File: src/rtl/rom_fetch_pkg.sv
// Shared types and constants for the instruction-fetch front end and its decoder.
package rom_fetch_pkg;

    localparam int unsigned ADDR_W = 12;
    localparam int unsigned DATA_W = 8;

    // Opcode nibbles at or above this value carry an immediate byte.
    localparam logic [3:0] LONG_MIN = 4'hC;

    typedef enum logic [1:0] {
        FETCH_OP  = 2'd0,
        FETCH_IMM = 2'd1,
        HOLD      = 2'd2
    } fetch_state_e;

    function automatic logic is_long_op(input logic [3:0] op);
        return op >= LONG_MIN;
    endfunction

endpackage

File: src/rtl/rom_fetch_if.sv
// ROM read port plus instruction bundle handshake between fetch and decode.
interface rom_fetch_if;
    import rom_fetch_pkg::*;

    logic [ADDR_W-1:0] rom_addr;
    logic [DATA_W-1:0] rom_data;
    logic              instr_valid;
    logic              instr_ready;
    logic [3:0]        instr;
    logic [3:0]        oprnd;
    logic [DATA_W-1:0] imm;
    logic [ADDR_W-1:0] instr_pc;

    modport master (
        output rom_addr,
        input  rom_data,
        output instr_valid,
        input  instr_ready,
        output instr,
        output oprnd,
        output imm,
        output instr_pc
    );

    modport slave (
        input  rom_addr,
        output rom_data,
        input  instr_valid,
        output instr_ready,
        input  instr,
        input  oprnd,
        input  imm,
        input  instr_pc
    );

endinterface

File: src/rtl/rom_fetch_pc_counter.sv
// Program counter: async clear, synchronous load with priority, increment enable.
module pc_counter #(
    parameter int unsigned WIDTH     = 12,
    parameter logic [WIDTH-1:0] RESET_VAL = '0
) (
    input  logic             i_clk,
    input  logic             i_rst_n,
    input  logic             i_load,
    input  logic [WIDTH-1:0] i_load_val,
    input  logic             i_inc,
    output logic [WIDTH-1:0] o_pc
);

    logic [WIDTH-1:0] r_pc;

    always_ff @(posedge i_clk or negedge i_rst_n) begin
        if (!i_rst_n) begin
            r_pc <= RESET_VAL;
        end else if (i_load) begin
            r_pc <= i_load_val;
        end else if (i_inc) begin
            r_pc <= r_pc + WIDTH'(1);
        end
    end

    assign o_pc = r_pc;

endmodule

File: src/rtl/rom_fetch.sv
// Fetch front end: reads opcode and optional immediate from ROM, presents one
// registered instruction bundle at a time over valid/ready.
module rom_fetch
    import rom_fetch_pkg::*;
#(
    parameter logic [ADDR_W-1:0] RESET_PC = 12'h000
) (
    input  logic              i_clk,
    input  logic              i_rst_n,
    input  logic              i_enable,
    input  logic              i_pc_load,
    input  logic [ADDR_W-1:0] i_pc_load_addr,
    rom_fetch_if.master       io_fetch
);

    fetch_state_e      r_state;
    logic              r_valid;
    logic [3:0]        r_instr;
    logic [3:0]        r_oprnd;
    logic [DATA_W-1:0] r_imm;
    logic [ADDR_W-1:0] r_instr_pc;

    logic [ADDR_W-1:0] w_pc;
    logic              w_inc;

    assign w_inc = i_enable && ((r_state == FETCH_OP) || (r_state == FETCH_IMM));

    pc_counter #(
        .WIDTH     (ADDR_W),
        .RESET_VAL (RESET_PC)
    ) u_pc (
        .i_clk      (i_clk),
        .i_rst_n    (i_rst_n),
        .i_load     (i_pc_load),
        .i_load_val (i_pc_load_addr),
        .i_inc      (w_inc),
        .o_pc       (w_pc)
    );

    always_ff @(posedge i_clk or negedge i_rst_n) begin
        if (!i_rst_n) begin
            r_state    <= FETCH_OP;
            r_valid    <= 1'b0;
            r_instr    <= '0;
            r_oprnd    <= '0;
            r_imm      <= '0;
            r_instr_pc <= '0;
        end else if (i_pc_load) begin
            // A jump drops any partial or undelivered bundle.
            r_state <= FETCH_OP;
            r_valid <= 1'b0;
        end else begin
            unique case (r_state)
                FETCH_OP: begin
                    if (i_enable) begin
                        r_instr    <= io_fetch.rom_data[7:4];
                        r_oprnd    <= io_fetch.rom_data[3:0];
                        r_imm      <= '0;
                        r_instr_pc <= w_pc;
                        if (is_long_op(io_fetch.rom_data[7:4])) begin
                            r_state <= FETCH_IMM;
                        end else begin
                            r_state <= HOLD;
                            r_valid <= 1'b1;
                        end
                    end
                end
                FETCH_IMM: begin
                    if (i_enable) begin
                        r_imm   <= io_fetch.rom_data;
                        r_state <= HOLD;
                        r_valid <= 1'b1;
                    end
                end
                HOLD: begin
                    if (io_fetch.instr_ready) begin
                        r_state <= FETCH_OP;
                        r_valid <= 1'b0;
                    end
                end
                default: begin
                    r_state <= FETCH_OP;
                    r_valid <= 1'b0;
                end
            endcase
        end
    end

    assign io_fetch.rom_addr    = w_pc;
    assign io_fetch.instr_valid = r_valid;
    assign io_fetch.instr       = r_instr;
    assign io_fetch.oprnd       = r_oprnd;
    assign io_fetch.imm         = r_imm;
    assign io_fetch.instr_pc    = r_instr_pc;

endmodule

File: src/flat_wrapper.sv
// flat-port wrapper written by rule: the top's interface ports become plain ports
module rom_fetch_flat import rom_fetch_pkg::*;
#(
    parameter logic [ADDR_W-1:0] RESET_PC = 12'h000
)
  (i_clk, i_rst_n, i_enable, i_pc_load, i_pc_load_addr, io_fetch_rom_addr, io_fetch_rom_data, io_fetch_instr_valid, io_fetch_instr_ready, io_fetch_instr, io_fetch_oprnd, io_fetch_imm, io_fetch_instr_pc);
  rom_fetch_if io_fetch_i ();
  input  logic i_clk;
  input  logic i_rst_n;
  input  logic i_enable;
  input  logic i_pc_load;
  input  logic [ADDR_W-1:0] i_pc_load_addr;
  output wire logic [$bits(io_fetch_i.rom_addr)-1:0] io_fetch_rom_addr;
  input wire logic [$bits(io_fetch_i.rom_data)-1:0] io_fetch_rom_data;
  output wire logic [$bits(io_fetch_i.instr_valid)-1:0] io_fetch_instr_valid;
  input wire logic [$bits(io_fetch_i.instr_ready)-1:0] io_fetch_instr_ready;
  output wire logic [$bits(io_fetch_i.instr)-1:0] io_fetch_instr;
  output wire logic [$bits(io_fetch_i.oprnd)-1:0] io_fetch_oprnd;
  output wire logic [$bits(io_fetch_i.imm)-1:0] io_fetch_imm;
  output wire logic [$bits(io_fetch_i.instr_pc)-1:0] io_fetch_instr_pc;
  assign io_fetch_rom_addr = io_fetch_i.rom_addr;
  assign io_fetch_i.rom_data = io_fetch_rom_data;
  assign io_fetch_instr_valid = io_fetch_i.instr_valid;
  assign io_fetch_i.instr_ready = io_fetch_instr_ready;
  assign io_fetch_instr = io_fetch_i.instr;
  assign io_fetch_oprnd = io_fetch_i.oprnd;
  assign io_fetch_imm = io_fetch_i.imm;
  assign io_fetch_instr_pc = io_fetch_i.instr_pc;
  rom_fetch #(.RESET_PC(RESET_PC)) u_core (.i_clk(i_clk), .i_rst_n(i_rst_n), .i_enable(i_enable), .i_pc_load(i_pc_load), .i_pc_load_addr(i_pc_load_addr), .io_fetch(io_fetch_i));
endmodule
File: config.mk
export PLATFORM = sky130hd
export DESIGN_NAME = rom_fetch_flat
export DESIGN_NICKNAME = d
export VERILOG_FILES = /design/src/rtl/rom_fetch_pkg.sv /design/src/rtl/rom_fetch_if.sv /design/src/rtl/rom_fetch_pc_counter.sv /design/src/rtl/rom_fetch.sv /design/src/flat_wrapper.sv
export SDC_FILE = /design/constraint.sdc
export NUM_CORES = 1
export LEC_CHECK = 0
export ABC_AREA = 1
export BUFFER_PORTS_ARGS = -buffer_cell sky130_fd_sc_hd__buf_2
export CAP_MARGIN = 15
export CORE_ASPECT_RATIO = 0.8
export CORE_UTILIZATION = 50
export CTS_CLUSTER_SIZE = 14
export DETAILED_ROUTE_END_ITERATION = 8
export GPL_TIMING_DRIVEN = 0
export MAX_ROUTING_LAYER = met4
export PLACE_DENSITY = 0.86
export SLEW_MARGIN = 30
export SYNTH_ARGS = -nofsm -noshare
export SYNTH_HDL_FRONTEND = slang
export SYNTH_SLANG_ARGS = --single-unit
File: constraint.sdc
create_clock -name i_clk -period 1.6 [get_ports i_clk]
set_input_delay 0.16 -clock i_clk [delete_from_list [all_inputs] [get_ports i_clk]]
set_output_delay 0.16 -clock i_clk [all_outputs]
set_load 0.02 [all_outputs]
== Yosys cells after proc, flatten, opt, wreduce, memory -nomap -nowiden ==
Cells that the tools add are included.

* Add/sub/neg operators: 1
* Multiplexer cells: 17
* Magnitude comparators: 1
* Eq/ne operators: 8
* Reductions and logical operators: 9
* Bitwise logic cells: 1

{| class="wikitable"
|+ Operator list
! kind !! count
|-
| 2-to-1 mux 12 bit || 2
|-
| 2-to-1 mux 8 bit || 2
|-
| case mux 8 bit (2 select lines) || 1
|-
| adder 12 x 1 -> 12 bit, second input constant || 1
|-
| inequality test 3 bit, second input constant || 4
|-
| 2-to-1 mux 2 bit || 5
|-
| AND reduction 4 bit || 2
|-
| case mux 2 bit (3 select lines) || 1
|-
| AND reduction 3 bit || 2
|-
| 2-to-1 mux 1 bit || 5
|-
| >= comparator 4 bit, second input constant || 1
|-
| inequality test 2 bit, second input constant || 2
|-
| nonzero test 2 bit || 2
|-
| case mux 1 bit (3 select lines) || 1
|-
| equality test 2 x 1 -> 1 bit, second input constant || 1
|-
| equality test 2 bit, second input constant || 1
|-
| logical NOT 2 bit || 1
|-
| logical AND 1 bit || 1
|-
| logical OR 1 bit || 1
|-
| NOT 1 bit || 1
|}

* Logic and storage cells: 44
* Output and inout bits: 41
* Bits in registers: 43
* Input bits: 25

== Logic depth before layout (Yosys ltp) ==
Gate-level depths: netlist of run 1.

* Depth after elaboration: 5
* Mapped depth: 8

== Hierarchy ==
From an unflattened synthesis of run 1, not the netlist that was laid out.

* Cell total of the unflattened synthesis: 248
* Area, all modules: 2,065.7 um2

{| class="wikitable"
|+ Modules (own cells, without submodules)
! module !! instances !! area an instance (um2) !! sequential area each (um2) !! cells each
|-
| rom_fetch || 1 || 1,313.8 || 775.7 || 147
|-
| pc_counter || 1 || 752.0 || 300.3 || 101
|}

== Least setup slack after synthesis of run 1 ==
No wires, ideal clock.

* Kind: flip-flop to flip-flop
* Start point: reg u_core.u_pc.r_pc[1] (netlist: u_core.u_pc.o_pc[1])
* End point: reg u_core.u_pc.r_pc[8] (netlist: u_core.u_pc.o_pc[8])
* Period minus slack after synthesis: 1.490 ns
* Data required time: 1.487 ns
* Arrival time: 1.377 ns
* Library setup time: 0.113 ns
* Stages on the path, launching flop included: 9
* Path slack: 0.110 ns
* Buffers on the path: 0
* Cell sequence: dfrtp_1 ha_1 nand3_1 nor2_1 nand2_1 o21ai_0 nand2_1 nand2_1 inv_1

* Word-level cells in the longest chain between the ends: 3

{| class="wikitable"
|+ Ends and longest elaborated chain
! what !! line !! source
|-
| start, declared || rom_fetch_pc_counter.sv:14 || <nowiki>logic [WIDTH-1:0] r_pc;</nowiki>
|-
| start signal, assigned || rom_fetch_pc_counter.sv:20 || <nowiki>r_pc <= i_load_val;</nowiki>
|-
| start signal, assigned || rom_fetch_pc_counter.sv:22 || <nowiki>r_pc <= r_pc + WIDTH'(1);</nowiki>
|-
| adder 12 x 1 -> 12 bit || rom_fetch_pc_counter.sv:22 ||
|-
| 2-to-1 mux 12 bit || rom_fetch_pc_counter.sv:21 || <nowiki>end else if (i_inc) begin</nowiki>
|-
| 2-to-1 mux 12 bit || rom_fetch_pc_counter.sv:19 || <nowiki>end else if (i_load) begin</nowiki>
|}

No other way between the ends. The select of a mux whose other input is x is not followed.
A chain may end at the register's enable or synchronous reset.

== Final worst setup path of run 1 ==
* Start point: reg u_core.u_pc.r_pc[0] (netlist: u_core.u_pc.o_pc[0])
* End point: reg u_core.u_pc.r_pc[8] (netlist: u_core.u_pc.o_pc[8])

Same word-level chain as after synthesis.

==> results of run 1 <==
==> worst min-delay path by stage <==
stage                      start                                   end  cells after the start
2_1_floorplan            i_rst_n    u_core.io_fetch.imm[0]$_DFFE_PN0P_                      0
3_3_place_gp             i_rst_n  u_core.io_fetch.oprnd[1]$_DFFE_PN0P_                      1
3_5_place_dp             i_rst_n  u_core.io_fetch.oprnd[1]$_DFFE_PN0P_                      1
4_1_cts                  i_rst_n  u_core.io_fetch.oprnd[1]$_DFFE_PN0P_                      1
5_1_grt        i_pc_load_addr[0]       u_core.u_pc.o_pc[0]$_DFFE_PN0P_                      3
6_report       i_pc_load_addr[2]       u_core.u_pc.o_pc[2]$_DFFE_PN0P_                      3
==> worst register-to-register path, stage by stage (launching register included) <==
cell and delay, ns:
dfrtp_2 0.42, ha_1 0.23, nand3_2 0.15, nor2_4 0.16
nand2_1 0.09, o21ai_0 0.17, nand2_1 0.07, nand2_1 0.06
inv_1 0.03
==> per-stage QoR <==
step	instances	cell area, µm²	utilization	power, mW	worst slack (ns)
after detailed placement	357	2370	0.627	2.30	0.0276
after global routing	368	2500	0.661	3.14	0.00430
after CTS	365	2450	0.649	2.95	0.00353
after global placement	357	2370	0.627	2.27	0.0741
after floorplan	237	1970	-	1.95	0.110
final	368	2500	0.661	2.95	0.126
==> sequential cells by signal, indices dropped and copies added, names as in the netlist <==
| signal | count |
|---|---|
| u_core.io_fetch.instr | 4 |
| u_core.io_fetch.oprnd | 4 |
| u_core.io_fetch.instr_pc | 12 |
| u_core.r_state | 2 |
| u_core.io_fetch.imm | 8 |
| u_core.u_pc.o_pc | 12 |
| u_core.io_fetch.instr_valid | 1 |
==> power breakdown <==
| part | total [mW] | internal (mW) | leakage, nW | switching (mW) |
|---|---|---|---|---|
| clock network | 0.651 | 0.305 | 0.0412 | 0.346 |
| logic | 0.890 | 0.302 | 0.742 | 0.587 |
| registers | 1.41 | 1.28 | 0.542 | 0.130 |
==> cells by family after synthesis <==
group	Yosys count
simple gates	126
flops	43
xor+xnor	5
buf+inv	27
compound gates	35
fa+ha+maj	1
==> cells in the mapped netlist (3+ instances only) <==
cell      number  share of area
clkbuf_1       3         0.0057
dfrtp_1       43           0.54
inv_1         16          0.030
nand2_1       86           0.16
nand3_1       24          0.061
nor2_1        12          0.023
o211ai_1       5          0.019
o21ai_0       25          0.063
xor2_1         4          0.018
==> repair_timing <==
item | 4_1_cts | 5_1_grt
buffers inserted | 0 | 2
endpoints found under the hold margin | 0 | 43
hold buffers | 0 | 1
resized for setup | 0 | 5
endpoints found under the setup margin | 0 | 2
==> metal layers <==
layer	vias up	track usage	share of wire	routed length, µm
met5	-	-	0	0
met4	0	0.0756	0.0087	40
met3	6	0.0348	0.068	310
met2	69	0.348	0.45	2070
met1	824	0.349	0.47	2170
li1	919	-	-	-
==> cell type report <==
type                            instances  area (µm²)  area share
Buffer                                  8        48.8      0.0195
Clock buffer                            6        72.6      0.0291
Clock inverter                          2        12.5     0.00501
Inverter                               19        73.8      0.0296
Multi-Input combinational cell        167         788       0.316
Sequential cell                        43        1080       0.432
Tap cell                               55        68.8      0.0276
Timing Repair Buffer                   68         353       0.141
==> flow_metrics.env, run 1 <==
export IMPL_period_minus_slack_ns=1.47
export IMPL_wl_per_cell_um=12.5
export IMPL_fin_skew_ns=0.00594
export IMPL_hold_slack_ns=0.102
export IMPL_startpoint_type="register"
export IMPL_timing_max_transition_violations_final=0
export IMPL_outcome="completed"
export IMPL_synth_xor_area_share=0.0222
export IMPL_rsz0062_at_grt="false"
export IMPL_vias=1818
export IMPL_layout_nets=338
export IMPL_ant_nets=0
export IMPL_antennaDiodeCount=0
export IMPL_crit_arrival_ns=1.66
export IMPL_hold_viol=0
export IMPL_syn_cell_area_um2=1970
export IMPL_hold_class="in -> reg"
export IMPL_crit_type="reg -> reg"
export IMPL_r2r_end="u_core.u_pc.o_pc[8]$_DFFE_PN0P_"
export IMPL_drv_cap=0
export IMPL_first_global_vias=1544
export IMPL_cp_depth=8
export IMPL_synth_net_count=263
export IMPL_grtUsageTotal=0.240
export IMPL_crit_chain="ha_1 > nand3_2 > nor2_4 > nand2_1 > o21ai_0 > nand2_1 > nand2_1 > inv_1"
export IMPL_endpoint="u_core.u_pc.o_pc[8]$_DFFE_PN0P_"
export IMPL_syn_avg_cell_area_um2=8.33
export IMPL_dr_pass1_iters=4
export IMPL_synth_compound_area_frac=0.0989
export IMPL_cp_slowest_cell="dfrtp_2"
export IMPL_netlist_instances=237
export IMPL_synth_top_family_by_area="simple AND/OR/NAND/NOR gates"
export IMPL_io_buffers=65
export IMPL_drc=0
export IMPL_path_common_cell="nand2_1"
export IMPL_root_buffer="clkbuf_8"
export IMPL_critical_path_top_delay_family="simple AND/OR/NAND/NOR gates"
export IMPL_viasPerCell=4.94
export IMPL_drtIter0Drc=139
export IMPL_ff2ff_setup_slack_ns=0.13
export IMPL_muxShareOfSynthArea=0
export IMPL_finalCritPeriodShare=0.921
export IMPL_setup_tns_ns=0
export IMPL_dp_hpwl_mm=3.45
export IMPL_ys_ff_latch=43
export IMPL_power_leakage_nw=1.33
export IMPL_finalWirelength_mm=4.59
export IMPL_grt_max_degree=44
export IMPL_max_freq_mhz=679
export IMPL_synth_warnings=0
export IMPL_area_delta_synth_final_pct=26.4
export IMPL_cts_tree="built"
export IMPL_cts_sinks=43
export IMPL_layout_cells_most_common="nand2_1"
export IMPL_ys_async_sr_fraction=1.00
export IMPL_antenna_found_initial=0
export IMPL_synth_edf_count=0
export IMPL_start_util=0.523
export IMPL_most_common_layout_cells="nand2_1, buf_2, dfrtp_1"
export IMPL_gp_congestion=0.914
export IMPL_reg2regPathDepth=8
export IMPL_power_density_nw_per_um2=1180
export IMPL_rows=20
export IMPL_slew_headroom=0.656
export IMPL_ctsLongestPathBuffers=2
export IMPL_insertion_delay_ns=0.29
export IMPL_tightestPinTransition_ns=0.515
export IMPL_yosys_area_share_adder=0.00634
export IMPL_die_area_um2=4210
export IMPL_grt_pass1_wl_mm=7.38
export IMPL_overflow=0
export IMPL_synth_yosys_seq_area_share=0.545
export IMPL_cp_required_ns=1.79
export IMPL_crit_path_start="u_core.u_pc.o_pc[0]$_DFFE_PN0P_"
export IMPL_max_stage_delay_ns=0.42
export IMPL_setup_worst_path_end_class="register"
export IMPL_ir_drop_v=0.000670
export IMPL_fillers=313
export IMPL_synth_simple_area_share=0.266
export IMPL_r2r_start="u_core.u_pc.o_pc[0]$_DFFE_PN0P_"
export IMPL_die_w_um=72.3
export IMPL_die_h_um=58.2
export IMPL_fp_coreArea_um2=3780
export IMPL_setup_viol=0
export IMPL_ios=66
export IMPL_htree_num_levels=2
export IMPL_synth_cell_types=23
export IMPL_path_max_fanout=6
export IMPL_synthFlopType="dfrtp_1"
export IMPL_drive_gt1_frac=0.281
export IMPL_critPathBufInv=1
export IMPL_cts_clk_slew_worst_paths_ns=0.08
export IMPL_cts_buffers_inserted=5
(Power assumes the default switching activity.)
==> run 2: changes to the inputs <==
==> constraint.sdc (replaced) <==
create_clock -name i_clk -period 1.6 [get_ports i_clk]
set_input_delay 0.32 -clock i_clk [delete_from_list [all_inputs] [get_ports i_clk]]
set_output_delay 0.32 -clock i_clk [all_outputs]
set_load 0.02 [all_outputs]
==> flow_metrics.env, run 2 (synthesis results as in run 1) <==
export IMPL_p_int_mw=1.89
export IMPL_timing_max_transition_violations_final=0
export IMPL_cts_buffers_inserted=5
export IMPL_wl_per_cell_um=12.5
export IMPL_viasPerCell=4.93
export IMPL_rsz0062_at_grt="false"
export IMPL_grt_pass1_wl_mm=7.38
export IMPL_cts_tree="built"
export IMPL_p_switching_mw=1.07
export IMPL_antennaDiodeCount=0
export IMPL_power_density_nw_per_um2=1190
export IMPL_start_util=0.523
export IMPL_gp_congestion=0.914
export IMPL_setup_slack_ns=0.128
export IMPL_drive_gt1_frac=0.282
export IMPL_setup_worst_path_end_class="register"
export IMPL_period_minus_slack_ns=1.47
export IMPL_vias=1809
export IMPL_die_w_um=72.3
export IMPL_grt_max_degree=44
export IMPL_fin_skew_ns=0.00653
export IMPL_dr_pass1_iters=4
export IMPL_finalCritPeriodShare=0.920
export IMPL_area_delta_synth_final_pct=25.9
export IMPL_ff2ff_setup_slack_ns=0.13
export IMPL_finalWirelength_mm=4.59
export IMPL_power_leakage_nw=1.32
export IMPL_overflow=0
export IMPL_ant_nets=0
export IMPL_grtUsageTotal=0.240
export IMPL_crit_arrival_ns=1.66
export IMPL_htree_num_levels=2
export IMPL_setup_tns_ns=0
export IMPL_cp_required_ns=1.79
export IMPL_power_frac_clock=0.222
export IMPL_tightestPinTransition_ns=0.518
export IMPL_p_comb_frac=0.301
export IMPL_setup_viol=0
export IMPL_ios=66
export IMPL_hold_viol=0
export IMPL_max_freq_mhz=679
export IMPL_ctsLongestPathBuffers=2
export IMPL_slew_headroom=0.653
export IMPL_hold_slack_ns=0.00136
export IMPL_p_sw_frac=0.362
export IMPL_startpoint_type="register"
export IMPL_rows=20
export IMPL_layout_nets=337
export IMPL_root_buffer="clkbuf_8"
export IMPL_path_max_fanout=6
export IMPL_cts_clk_slew_worst_paths_ns=0.08
export IMPL_drv_cap=0
export IMPL_die_area_um2=4210
export IMPL_io_buffers=65
export IMPL_insertion_delay_ns=0.29
export IMPL_crit_type="reg -> reg"
export IMPL_first_global_vias=1544
export IMPL_ir_drop_v=0.000677
export IMPL_layout_cells_most_common="nand2_1"
export IMPL_drc=0
export IMPL_die_h_um=58.2
export IMPL_dp_slack_ns=0.0276
export IMPL_outcome="completed"
export IMPL_ctsHoldBuffers=0
export IMPL_cts_sinks=43
export IMPL_hold_class="in -> async"
export IMPL_p_seq_frac=0.478
export IMPL_antenna_found_initial=0
export IMPL_dp_hpwl_mm=3.45
export IMPL_most_common_layout_cells="nand2_1, buf_2, dfrtp_1"
export IMPL_drtIter0Drc=131
export IMPL_fp_coreArea_um2=3780
run 2: cell types whose count changed in the layout (fill, tap and decap cells not counted):
cell           change
dlygate4sd3_1      -1
run 2: repair_timing:
item | in CTS | in global routing
resized for setup | 0 | 5
endpoints found under the setup margin | 0 | 2
buffers inserted | 0 | 2
run 2: final cells by class:
cell class,count,area [µm²]
fillers,316,1290
flip-flops and latches,43,1080
multi-input cells,167,788
repair buffers,67,343
inverters,19,73.8
clock buffers,6,72.6
well taps,55,68.8
plain buffers,8,48.8
clock inverters,2,12.5
run 2: final timing paths:
path | start | endpoint | cells past startpoint
min | i_rst_n | u_core.io_fetch.oprnd[1]$_DFFE_PN0P_ | 1
min in group i_clk | i_pc_load_addr[2] | u_core.u_pc.o_pc[2]$_DFFE_PN0P_ | 3
max reg2reg | u_core.u_pc.o_pc[0]$_DFFE_PN0P_ | u_core.u_pc.o_pc[8]$_DFFE_PN0P_ | 8
max | u_core.u_pc.o_pc[0]$_DFFE_PN0P_ | u_core.u_pc.o_pc[8]$_DFFE_PN0P_ | 8
min reg2reg | u_core.io_fetch.oprnd[1]$_DFFE_PN0P_ | u_core.io_fetch.oprnd[1]$_DFFE_PN0P_ | 2
max in group asynchronous | i_rst_n | u_core.u_pc.o_pc[1]$_DFFE_PN0P_ | 1
run 2: per-layer routing:
layer  wire [µm]  part of all wire  GRT usage  vias to the layer above
li1            -                 -          -                      919
met1        2180              0.47      0.349                      835
met2        2110              0.46      0.348                       53
met3         295             0.064     0.0348                        2
met4           7            0.0015     0.0756                        0
met5           0                 0          -                        -
run 2: power groups by stage:
| stage | Sequential (mW) | Combinational, mW | Clock (mW) |
|---|---|---|---|
| after CTS | 1.41 | 0.867 | 0.669 |
| final | 1.41 | 0.888 | 0.655 |
| after detailed placement | 1.43 | 0.864 | 0 |
| after global routing | 1.44 | 0.977 | 0.724 |
| after global placement | 1.43 | 0.842 | 0 |
| after floorplan | 1.66 | 0.296 | 0 |
run 2: through the flow:
step	cells	utilization	cell area (µm²)	power, mW
after floorplan	237	-	1970	1.95
after global placement	357	0.627	2370	2.27
after detailed placement	357	0.627	2370	2.30
after CTS	365	0.649	2450	2.95
after global routing	367	0.658	2490	3.14
final	367	0.658	2490	2.96
run 2: critical path: stages (launching register included):
cell and delay, ns:
dfrtp_2 0.42, ha_1 0.23, nand3_2 0.14, nor2_4 0.16, nand2_1 0.09, o21ai_0 0.17
nand2_1 0.07, nand2_1 0.06, inv_1 0.03
